`src/rtl/backprop_stack_reader_if.sv`:
```
// Bus bundle between the stack reader, the stack load port and the gradient datapath.
// master = reader side, slave = stack + consumer side.
interface backprop_stack_reader_if #(
  parameter int data_size = 16,
  parameter int size      = 3
);
  logic                      load;
  logic [31:0]               load_address;
  logic [31:0]               load_row;
  logic [31:0]               load_data_set;
  logic                      reset_counter;
  logic [data_size*size-1:0] load_data;
  logic [data_size*size-1:0] out_act_data;
  logic [data_size*size-1:0] out_start_data;
  logic [31:0]               out_layer;
  logic [31:0]               out_row;
  logic                      out_valid;
  logic                      out_ready;

  modport master (
    output load, load_address, load_row, load_data_set, reset_counter,
    output out_act_data, out_start_data, out_layer, out_row, out_valid,
    input  load_data, out_ready
  );

  modport slave (
    input  load, load_address, load_row, load_data_set, reset_counter,
    input  out_act_data, out_start_data, out_layer, out_row, out_valid,
    output load_data, out_ready
  );
endinterface

```
`src/rtl/backprop_stack_reader.sv`:
```
// Pops (activation, start) row pairs from the highest stored layer down to layer 0
// and presents each pair to the gradient datapath over a valid/ready handshake.
module backprop_stack_reader #(
  parameter int max_layer_size = 5,
  parameter int data_size      = 16,
  parameter int size           = 3,
  parameter int LOAD_LATENCY   = 1
) (
  input  logic                          clk,
  input  logic                          reset_n,
  input  logic                          start,
  input  logic [31:0]                   top_layer,
  input  logic [32*max_layer_size-1:0]  layer_rows,
  backprop_stack_reader_if.master       bus,
  output logic                          busy,
  output logic                          done,
  output logic                          error
);

  typedef enum logic [2:0] {
    IDLE, REQ_ACT, WAIT_ACT, REQ_START, WAIT_START, PRESENT, ADVANCE, FLUSH
  } state_t;

  state_t                        state;
  logic [32*max_layer_size-1:0]  rows_q;
  logic [31:0]                   layer;
  logic [31:0]                   row;
  logic [1:0]                    wait_cnt;
  logic [32:0]                   first_hit;
  logic [32:0]                   next_hit;
  logic [31:0]                   cur_rows;

  // Highest layer at or below 'from' holding at least one row; bit 32 flags a hit.
  function automatic logic [32:0] find_layer(input logic [32*max_layer_size-1:0] rows,
                                             input logic [31:0] from);
    logic [32:0] hit;
    hit = '0;
    for (int k = 0; k < max_layer_size; k++)
      if (32'(k) <= from && rows[32*k +: 32] != 32'd0) hit = {1'b1, 32'(k)};
    return hit;
  endfunction

  always_comb begin
    first_hit = find_layer(layer_rows, top_layer);
    next_hit  = find_layer(rows_q, layer - 32'd1);
    cur_rows  = '0;
    for (int k = 0; k < max_layer_size; k++)
      if (layer == 32'(k)) cur_rows = rows_q[32*k +: 32];
  end

  // Outputs are registered: each transition sets the strobes of the state it enters.
  always_ff @(posedge clk) begin
    if (!reset_n) begin
      state              <= IDLE;
      rows_q             <= '0;
      layer              <= '0;
      row                <= '0;
      wait_cnt           <= '0;
      bus.load           <= 1'b0;
      bus.load_address   <= '0;
      bus.load_row       <= '0;
      bus.load_data_set  <= '0;
      bus.reset_counter  <= 1'b0;
      bus.out_act_data   <= '0;
      bus.out_start_data <= '0;
      bus.out_layer      <= '0;
      bus.out_row        <= '0;
      bus.out_valid      <= 1'b0;
      busy               <= 1'b0;
      done               <= 1'b0;
      error              <= 1'b0;
    end else begin
      bus.load          <= 1'b0;
      bus.load_address  <= '0;
      bus.load_row      <= '0;
      bus.load_data_set <= '0;
      bus.reset_counter <= 1'b0;
      done              <= 1'b0;
      error             <= 1'b0;
      case (state)
        IDLE: begin
          if (start) begin
            if (top_layer >= 32'(max_layer_size)) begin
              error <= 1'b1;
            end else begin
              rows_q <= layer_rows;
              row    <= '0;
              busy   <= 1'b1;
              if (first_hit[32]) begin
                layer            <= first_hit[31:0];
                state            <= REQ_ACT;
                bus.load         <= 1'b1;
                bus.load_address <= first_hit[31:0];
              end else begin
                layer             <= top_layer;
                state             <= FLUSH;
                bus.reset_counter <= 1'b1;
                done              <= 1'b1;
              end
            end
          end
        end
        REQ_ACT: begin
          wait_cnt <= '0;
          if (LOAD_LATENCY == 0) begin
            bus.out_act_data  <= bus.load_data;
            state             <= REQ_START;
            bus.load          <= 1'b1;
            bus.load_data_set <= 32'd1;
            bus.load_address  <= layer;
            bus.load_row      <= row;
          end else begin
            state <= WAIT_ACT;
          end
        end
        WAIT_ACT: begin
          if (wait_cnt == 2'(LOAD_LATENCY - 1)) begin
            bus.out_act_data  <= bus.load_data;
            state             <= REQ_START;
            bus.load          <= 1'b1;
            bus.load_data_set <= 32'd1;
            bus.load_address  <= layer;
            bus.load_row      <= row;
          end else begin
            wait_cnt <= wait_cnt + 2'd1;
          end
        end
        REQ_START: begin
          wait_cnt <= '0;
          if (LOAD_LATENCY == 0) begin
            bus.out_start_data <= bus.load_data;
            bus.out_layer      <= layer;
            bus.out_row        <= row;
            bus.out_valid      <= 1'b1;
            state              <= PRESENT;
          end else begin
            state <= WAIT_START;
          end
        end
        WAIT_START: begin
          if (wait_cnt == 2'(LOAD_LATENCY - 1)) begin
            bus.out_start_data <= bus.load_data;
            bus.out_layer      <= layer;
            bus.out_row        <= row;
            bus.out_valid      <= 1'b1;
            state              <= PRESENT;
          end else begin
            wait_cnt <= wait_cnt + 2'd1;
          end
        end
        PRESENT: begin
          if (bus.out_ready) begin
            bus.out_valid <= 1'b0;
            state         <= ADVANCE;
          end
        end
        ADVANCE: begin
          if (row + 32'd1 < cur_rows) begin
            row              <= row + 32'd1;
            state            <= REQ_ACT;
            bus.load         <= 1'b1;
            bus.load_address <= layer;
            bus.load_row     <= row + 32'd1;
          end else if (layer != 32'd0 && next_hit[32]) begin
            layer            <= next_hit[31:0];
            row              <= '0;
            state            <= REQ_ACT;
            bus.load         <= 1'b1;
            bus.load_address <= next_hit[31:0];
          end else begin
            state             <= FLUSH;
            bus.reset_counter <= 1'b1;
            done              <= 1'b1;
          end
        end
        FLUSH: begin
          state <= IDLE;
          busy  <= 1'b0;
        end
        default: state <= IDLE;
      endcase
    end
  end

endmodule
```
`src/flat_wrapper.sv`:
```
// flat-port wrapper written by rule: the top's interface ports become plain ports
module backprop_stack_reader_flat 
#(
  parameter int max_layer_size = 5,
  parameter int data_size      = 16,
  parameter int size           = 3,
  parameter int LOAD_LATENCY   = 1
)
  (clk, reset_n, start, top_layer, layer_rows, busy, done, error, bus_load, bus_load_address, bus_load_row, bus_load_data_set, bus_reset_counter, bus_out_act_data, bus_out_start_data, bus_out_layer, bus_out_row, bus_out_valid, bus_load_data, bus_out_ready);
  backprop_stack_reader_if #(.data_size(data_size), .size(size)) bus_i ();
  input  logic clk;
  input  logic reset_n;
  input  logic start;
  input  logic [31:0] top_layer;
  input  logic [32*max_layer_size-1:0] layer_rows;
  output logic busy;
  output logic done;
  output logic error;
  output wire logic [$bits(bus_i.load)-1:0] bus_load;
  output wire logic [$bits(bus_i.load_address)-1:0] bus_load_address;
  output wire logic [$bits(bus_i.load_row)-1:0] bus_load_row;
  output wire logic [$bits(bus_i.load_data_set)-1:0] bus_load_data_set;
  output wire logic [$bits(bus_i.reset_counter)-1:0] bus_reset_counter;
  output wire logic [$bits(bus_i.out_act_data)-1:0] bus_out_act_data;
  output wire logic [$bits(bus_i.out_start_data)-1:0] bus_out_start_data;
  output wire logic [$bits(bus_i.out_layer)-1:0] bus_out_layer;
  output wire logic [$bits(bus_i.out_row)-1:0] bus_out_row;
  output wire logic [$bits(bus_i.out_valid)-1:0] bus_out_valid;
  input wire logic [$bits(bus_i.load_data)-1:0] bus_load_data;
  input wire logic [$bits(bus_i.out_ready)-1:0] bus_out_ready;
  assign bus_load = bus_i.load;
  assign bus_load_address = bus_i.load_address;
  assign bus_load_row = bus_i.load_row;
  assign bus_load_data_set = bus_i.load_data_set;
  assign bus_reset_counter = bus_i.reset_counter;
  assign bus_out_act_data = bus_i.out_act_data;
  assign bus_out_start_data = bus_i.out_start_data;
  assign bus_out_layer = bus_i.out_layer;
  assign bus_out_row = bus_i.out_row;
  assign bus_out_valid = bus_i.out_valid;
  assign bus_i.load_data = bus_load_data;
  assign bus_i.out_ready = bus_out_ready;
  backprop_stack_reader #(.max_layer_size(max_layer_size), .data_size(data_size), .size(size), .LOAD_LATENCY(LOAD_LATENCY)) u_core (.clk(clk), .reset_n(reset_n), .start(start), .top_layer(top_layer), .layer_rows(layer_rows), .bus(bus_i), .busy(busy), .done(done), .error(error));
endmodule
```
`config.mk`:
```
export PLATFORM = sky130hd
export DESIGN_NAME = backprop_stack_reader_flat
export DESIGN_NICKNAME = d
export VERILOG_FILES = /design/src/rtl/backprop_stack_reader_if.sv /design/src/rtl/backprop_stack_reader.sv /design/src/flat_wrapper.sv
export SDC_FILE = /design/constraint.sdc
export NUM_CORES = 1
export LEC_CHECK = 0
export ABC_AREA = 1
export ABC_CLOCK_PERIOD_IN_PS = 4000
export BUFFER_PORTS_ARGS = -buffer_cell sky130_fd_sc_hd__buf_2
export CORE_UTILIZATION = 40
export DETAILED_ROUTE_END_ITERATION = 6
export GPL_TIMING_DRIVEN = 0
export HOLD_SLACK_MARGIN = 0.06
export PLACE_DENSITY_LB_ADDON = 0.1
export SYNTH_ARGS = -nofsm -noshare
export SYNTH_HDL_FRONTEND = slang
export SYNTH_SLANG_ARGS = --single-unit
```
`constraint.sdc`:
```
create_clock -name clk -period 4 [get_ports clk]
set_input_delay 0.8 -clock clk [delete_from_list [all_inputs] [get_ports clk]]
set_output_delay 0.8 -clock clk [all_outputs]
set_load 0.01 [all_outputs]
```
# Word level (Yosys, flattened, before mapping)
# Cells that the tools add are included.
[op_classes]
muxes = 68
n_reduce_logical = 42
n_bitwise = 1
n_lt_le_gt_ge = 12
n_eq_ne = 20
n_addsub = 3
[op_table]
columns = ["operator", "n"]
rows = [
  ["32-bit two-way mux", 22],
  ["32-bit nonzero test", 11],
  ["33-bit two-way mux", 10],
  ["32-bit one-hot mux with 2 select lines", 3],
  ["1-bit by 32-bit less-or-equal comparator with 1-bit output (first input constant)", 4],
  ["2-bit by 32-bit less-or-equal comparator with 1-bit output (first input constant)", 4],
  ["32-bit one-hot mux with 3 select lines", 1],
  ["32-bit by 2-bit equality test with 1-bit output (second input constant)", 2],
  ["3-bit by 32-bit less-or-equal comparator with 1-bit output (first input constant)", 2],
  ["32-bit by 1-bit adder with 32-bit output (second input constant)", 1],
  ["32-bit by 1-bit equality test with 1-bit output (second input constant)", 1],
  ["32-bit by 3-bit equality test with 1-bit output (second input constant)", 1],
  ["32-bit by 3-bit greater-or-equal comparator with 1-bit output (second input constant)", 1],
  ["32-bit logical NOT", 1],
  ["32-bit less-than comparator", 1],
  ["32-bit by 1-bit subtractor with 32-bit output (second input constant)", 1],
  ["3-bit two-way mux", 8],
  ["3-bit one-hot mux with 8 select lines", 1],
  ["1-bit two-way mux", 17],
  ["3-bit equality test (second input constant)", 4],
  ["3-bit AND reduction", 4],
  ["1-bit logical AND", 11],
  ["2-bit != test (second input constant)", 5],
  ["5-bit AND reduction", 2],
  ["16 further kinds", 28],
]
[totals]
ff_bits = 490
output_inout_bits = 262
elab_cells = 163

# Logic depth before layout (Yosys ltp)
[logic_depth]
depth_word = 12
depth_mapped = 31
ltp_nobuf = 28

# Worst setup path after synthesis
# Ideal clock, no wire load.
[synth_timing]
path_kind = "reg2reg"
startpoint = "register u_core.row[0]"
endpoint = "register u_core.bus.load_address[12]"
setup_slack_ns = 0.158
path_buffers = 2
path_stages_with_launch = 26
arrival_time_ns = 3.708
setup_time_ns = 0.134
path_cell_list = "dfxtp_1 ha_1 nand2_1 nor2_1 inv_1 nor2_1 nand2_1 nor3_1 nand4_1 nor4_1 nand2_1 nor4_1 xor2_1 inv_1 ha_1 nand4_1 nor3_1 nand2_1 nor3_1 nand2_2 nand3_2 nand2_1 inv_2 buf_2 buf_6 nor3_2"
[synth_via]
elab_chain_len = 4
[synth_lines]
columns = ["element", "line", "source"]
rows = [
  ["from (decl)", "backprop_stack_reader.sv:27", "logic [31:0] row;"],
  ["from (signal assigned)", "backprop_stack_reader.sv:159", "row <= row + 32'd1;"],
  ["32-bit by 1-bit adder with 32-bit output", "backprop_stack_reader.sv:158", "if (row + 32'd1 < cur_rows) begin"],
  ["32-bit less-than comparator", "backprop_stack_reader.sv:158", ""],
  ["32-bit two-way mux", "backprop_stack_reader.sv:158", ""],
  ["32-bit one-hot mux with 3 select lines", "backprop_stack_reader.sv:80", "case (state)"],
  ["to (signal assigned)", "backprop_stack_reader.sv:93", "bus.load_address <= first_hit[31:0];"],
  ["to (signal assigned)", "backprop_stack_reader.sv:162", "bus.load_address <= layer;"],
  ["to (signal assigned)", "backprop_stack_reader.sv:169", "bus.load_address <= next_hit[31:0];"],
  ["to (decl)", "backprop_stack_reader_if.sv:21", "output load, load_address, load_row, load_data_set, reset_counter,"],
]
# No other way between the ends.
# A chain may end at the register's enable or synchronous reset.

# Final worst setup path
[layout_timing]
startpoint = "register u_core.row[1]"
endpoint = "register u_core.bus.load_address[28]"
# Same word-level chain as after synthesis.

==> flow_summary.json <==
{
  "fp.dieArea_um2": 55270,
  "pwr-share-comb": 0.400,
  "vias": 23215,
  "grt_use_total": 0.2963,
  "leakage_nw": 12.36,
  "p_int_mw": 10.41,
  "gp_congestion": 0.9764,
  "rsz0062_at_grt": "yes",
  "grt_pass1_wl_mm": 127.2,
  "hp-start": "u_core.bus.out_row[26]",
  "wl_per_cell_um": 19.71,
  "slew_headroom": 0.2218,
  "hp-class": "reg -> reg",
  "worstSetupEndpointType": "flop",
  "synth_area_um2": 21730,
  "clkSinkCount": 459,
  "final_cell_mix": "buf_2, nand2_1, dfxtp_1",
  "antenna_found_initial": 3,
  "core_um2": 53710,
  "fmax_mhz": 231.2,
  "startpoint": "u_core.row[1]",
  "layout-drive-gt1-share": 0.2593,
  "initialDrtViolationCount": 1737,
  "clock_power_share": 0.290,
  "maxCapViolations": 0,
  "insertion_delay_ns": 0.61,
  "die_w_um": 235.1,
  "wl_mm": 86.36,
  "cts_buffer_depth": 3,
  "path_max_fanout": 5,
  "fill_cells": 5234,
  "via_per_inst": 5.299,
  "violations": "negative setup slack",
  "sw_frac_of_total": 0.3893,
  "synth_seq_cells": 459,
  "grt_pass1_vias": 21823,
  "reg2reg_from": "u_core.row[1]",
  "synth_edf_count": 0,
  "cts-root-buf": "clkbuf_16",
  "path_clk_slew_ns": 0.06,
  "synth.area.top_cells": "dfxtp_1, nand2_1, a21oi_1",
  "setup-tns-final_ns": -26.74,
  "critPathArrivalTime_ns": 4.84,
  "cts_buffers": 51,
  "skew_ns": 0.02193,
  "dieHeight_um": 235.1,
  "worst-slew-pin-transition_ns": 1.167,
  "cts.htree.levels": 2,
  "hold_viol": 0,
  "p_seq_frac": 0.311,
  "syn_inst": 3005,
  "finalCriticalPeriod_ns": 4.326,
  "yosysSeqAreaShare": 0.4228,
  "worst_slack_ns": -0.3257,
  "period_share": 1.081,
  "worst-setup-path-type": "reg -> reg",
  "synthArstFlopShare": 0,
  "layout_commonest_cell": "buf_2",
  "grt_max_degree": 14,
  "post-route-util": 0.5356,
  "initial_core_util": 0.4047,
  "status": "finished with violations",
  "finalSetupViolations": 130,
  "r2r_cells": 26,
  "switching_power_mw": 6.637,
  "yosys_warnings": 0,
  "rows": 85,
  "worst_setup_path_start_kind": "flop",
  "ant_nets": 0,
  "final_nets": 3924,
  "area_growth_syn_to_layout_pct": 32.37,
  "synth_largest_type_area_fraction": 0.4228,
  "cts_tree": "yes",
  "yosysTopAreaCell": "dfxtp_1",
  "drt-pass1-iter-count": 7,
  "hpwl_mm": 67.61,
  "synth.avg_cell_area_um2": 7.232,
  "yosys.cell_types.count": 44,
  "io_buffers": 473,
  "synthFlopType": "dfxtp_1",
  "overflow": 0,
  "boundaryPins": 506,
  "slew_viol_final": 0,
  "peakVddDrop_mv": 0.3221,
  "whs_path_depth": 2,
  "required_ns": 4.51,
  "drc_errors": 0,
  "powerDensity_nw_per_um2": 592.6
}
[power groups by stage]
stage / clock network [mW] / logic, mW / registers [mW]
2_1_floorplan: 0 / 3.51 / 5.46
3_3_place_gp: 0 / 5.38 / 5.38
3_5_place_dp: 0 / 5.45 / 5.39
4_1_cts: 5.00 / 6.13 / 5.29
5_1_grt: 5.19 / 7.38 / 5.34
6_report: 4.94 / 6.81 / 5.30
[area by class of cell]
cell class                 instances  area (um2)  share of cell area
buffer                           214        1225             0.04258
clock inverter                    26       282.8            0.009829
antenna                            2       5.005           0.0001740
clock buffer                      68        1470             0.05110
inverter                         303        1155             0.04014
tap                              696       870.8             0.03027
timing repair buffer             553        3154              0.1096
sequential                       459        9214              0.3203
multi-input combinational       2060       11390              0.3960
[what timing repair did]
action,4_1_cts,5_1_grt
setup buffers,56,18
gates cloned,2,6
setup endpoints to repair,132,132
hold buffers,0,0
resized for setup,149,140
pin swaps,23,53
[flip-flops by register name (all words and copies together), names as in the netlist]
name / flops
u_core.bus.load: 1
u_core.bus.load_address: 32
u_core.bus.load_data_set: 1
u_core.bus.load_row: 32
u_core.bus.out_act_data: 48
u_core.bus.out_layer: 32
u_core.bus.out_row: 32
u_core.bus.out_start_data: 48
u_core.bus.out_valid: 1
u_core.bus.reset_counter: 1
u_core.busy: 1
u_core.error: 1
u_core.layer: 32
u_core.row: 32
u_core.rows_q: 160
u_core.state: 3
u_core.wait_cnt: 2
[per-stage QoR]
stage / power [mW] / cells / instance area (um2) / hold slack, ns / setup slack [ns]
2_1_floorplan: 8.969 / 3035 / 21850 / 0.4386 / 0.1582
3_3_place_gp: 10.75 / 4204 / 25080 / 0.4477 / -1.480
3_5_place_dp: 10.84 / 4204 / 25080 / 0.4491 / -1.481
4_1_cts: 16.42 / 4355 / 27920 / 0.4323 / -0.2639
5_1_grt: 17.92 / 4381 / 28770 / 0.4580 / -0.5193
6_report: 17.05 / 4381 / 28770 / 0.4567 / -0.3257
[kinds of logic (layout without fill, tap and decap cells)]
group / after synthesis / after routing / share of synthesized area
compound gates: 675 / 675 / 0.1704
xor+xnor: 39 / 39 / 0.01572
fa+ha+maj: 38 / 38 / 0.02188
buf+inv: 517 / 1164 / 0.1001
flops: 459 / 459 / 0.4228
other cells: 1 / 33 / 0.0001725
simple gates: 1276 / 1277 / 0.2690
[cell usage after synthesis, types with 34 or more instances]
cell / instances
a21oi_1: 307
clkbuf_1: 156
dfxtp_1: 459
ha_1: 38
inv_1: 290
nand2_1: 481
nand3_1: 173
nand4_1: 46
nor2_1: 351
nor2_2: 41
nor3_1: 46
nor3_2: 40
nor4_1: 72
o211ai_1: 34
o21ai_0: 253
xor2_1: 39
[routing by layer]
metal  track usage  vias to the layer above  wire length, um
met4        0.1061                        0             3040
met5             0                        -                0
li1              -                    11242                -
met1        0.3964                    10973            38360
met2        0.4921                      838            40460
met3       0.03412                      162             4500
[worst paths after layout]
kind / to / slack, ns
hold / removal: u_core.bus.out_row[26] / 0.46
hold reg to reg: u_core.bus.out_row[26] / 0.46
setup reg to reg: u_core.bus.load_address[28] / -0.33
setup / recovery: u_core.bus.load_address[28] / -0.33
[critical path: stages, from the launching register on]
cell       delay, ns
dfxtp_4         0.38
inv_4           0.05
nor3_4          0.20
nand3_4         0.14
nor3_4          0.21
nand4_1         0.13
nor2_1          0.15
nand3_1         0.11
nor4_2          0.35
nand4_1         0.19
nor2_1          0.17
nand2_1         0.07
nand2_1         0.07
nand2_2         0.09
inv_2           0.07
ha_4            0.20
a21oi_2         0.12
nor2_1          0.06
a211oi_2        0.23
o221ai_2        0.16
a21oi_4         0.24
nand3_4         0.15
nand2_4         0.13
inv_6           0.06
buf_12          0.13
clkbuf_16       0.16
nor3_4          0.17
No activity file was read; power rests on OpenSTA's default activity.
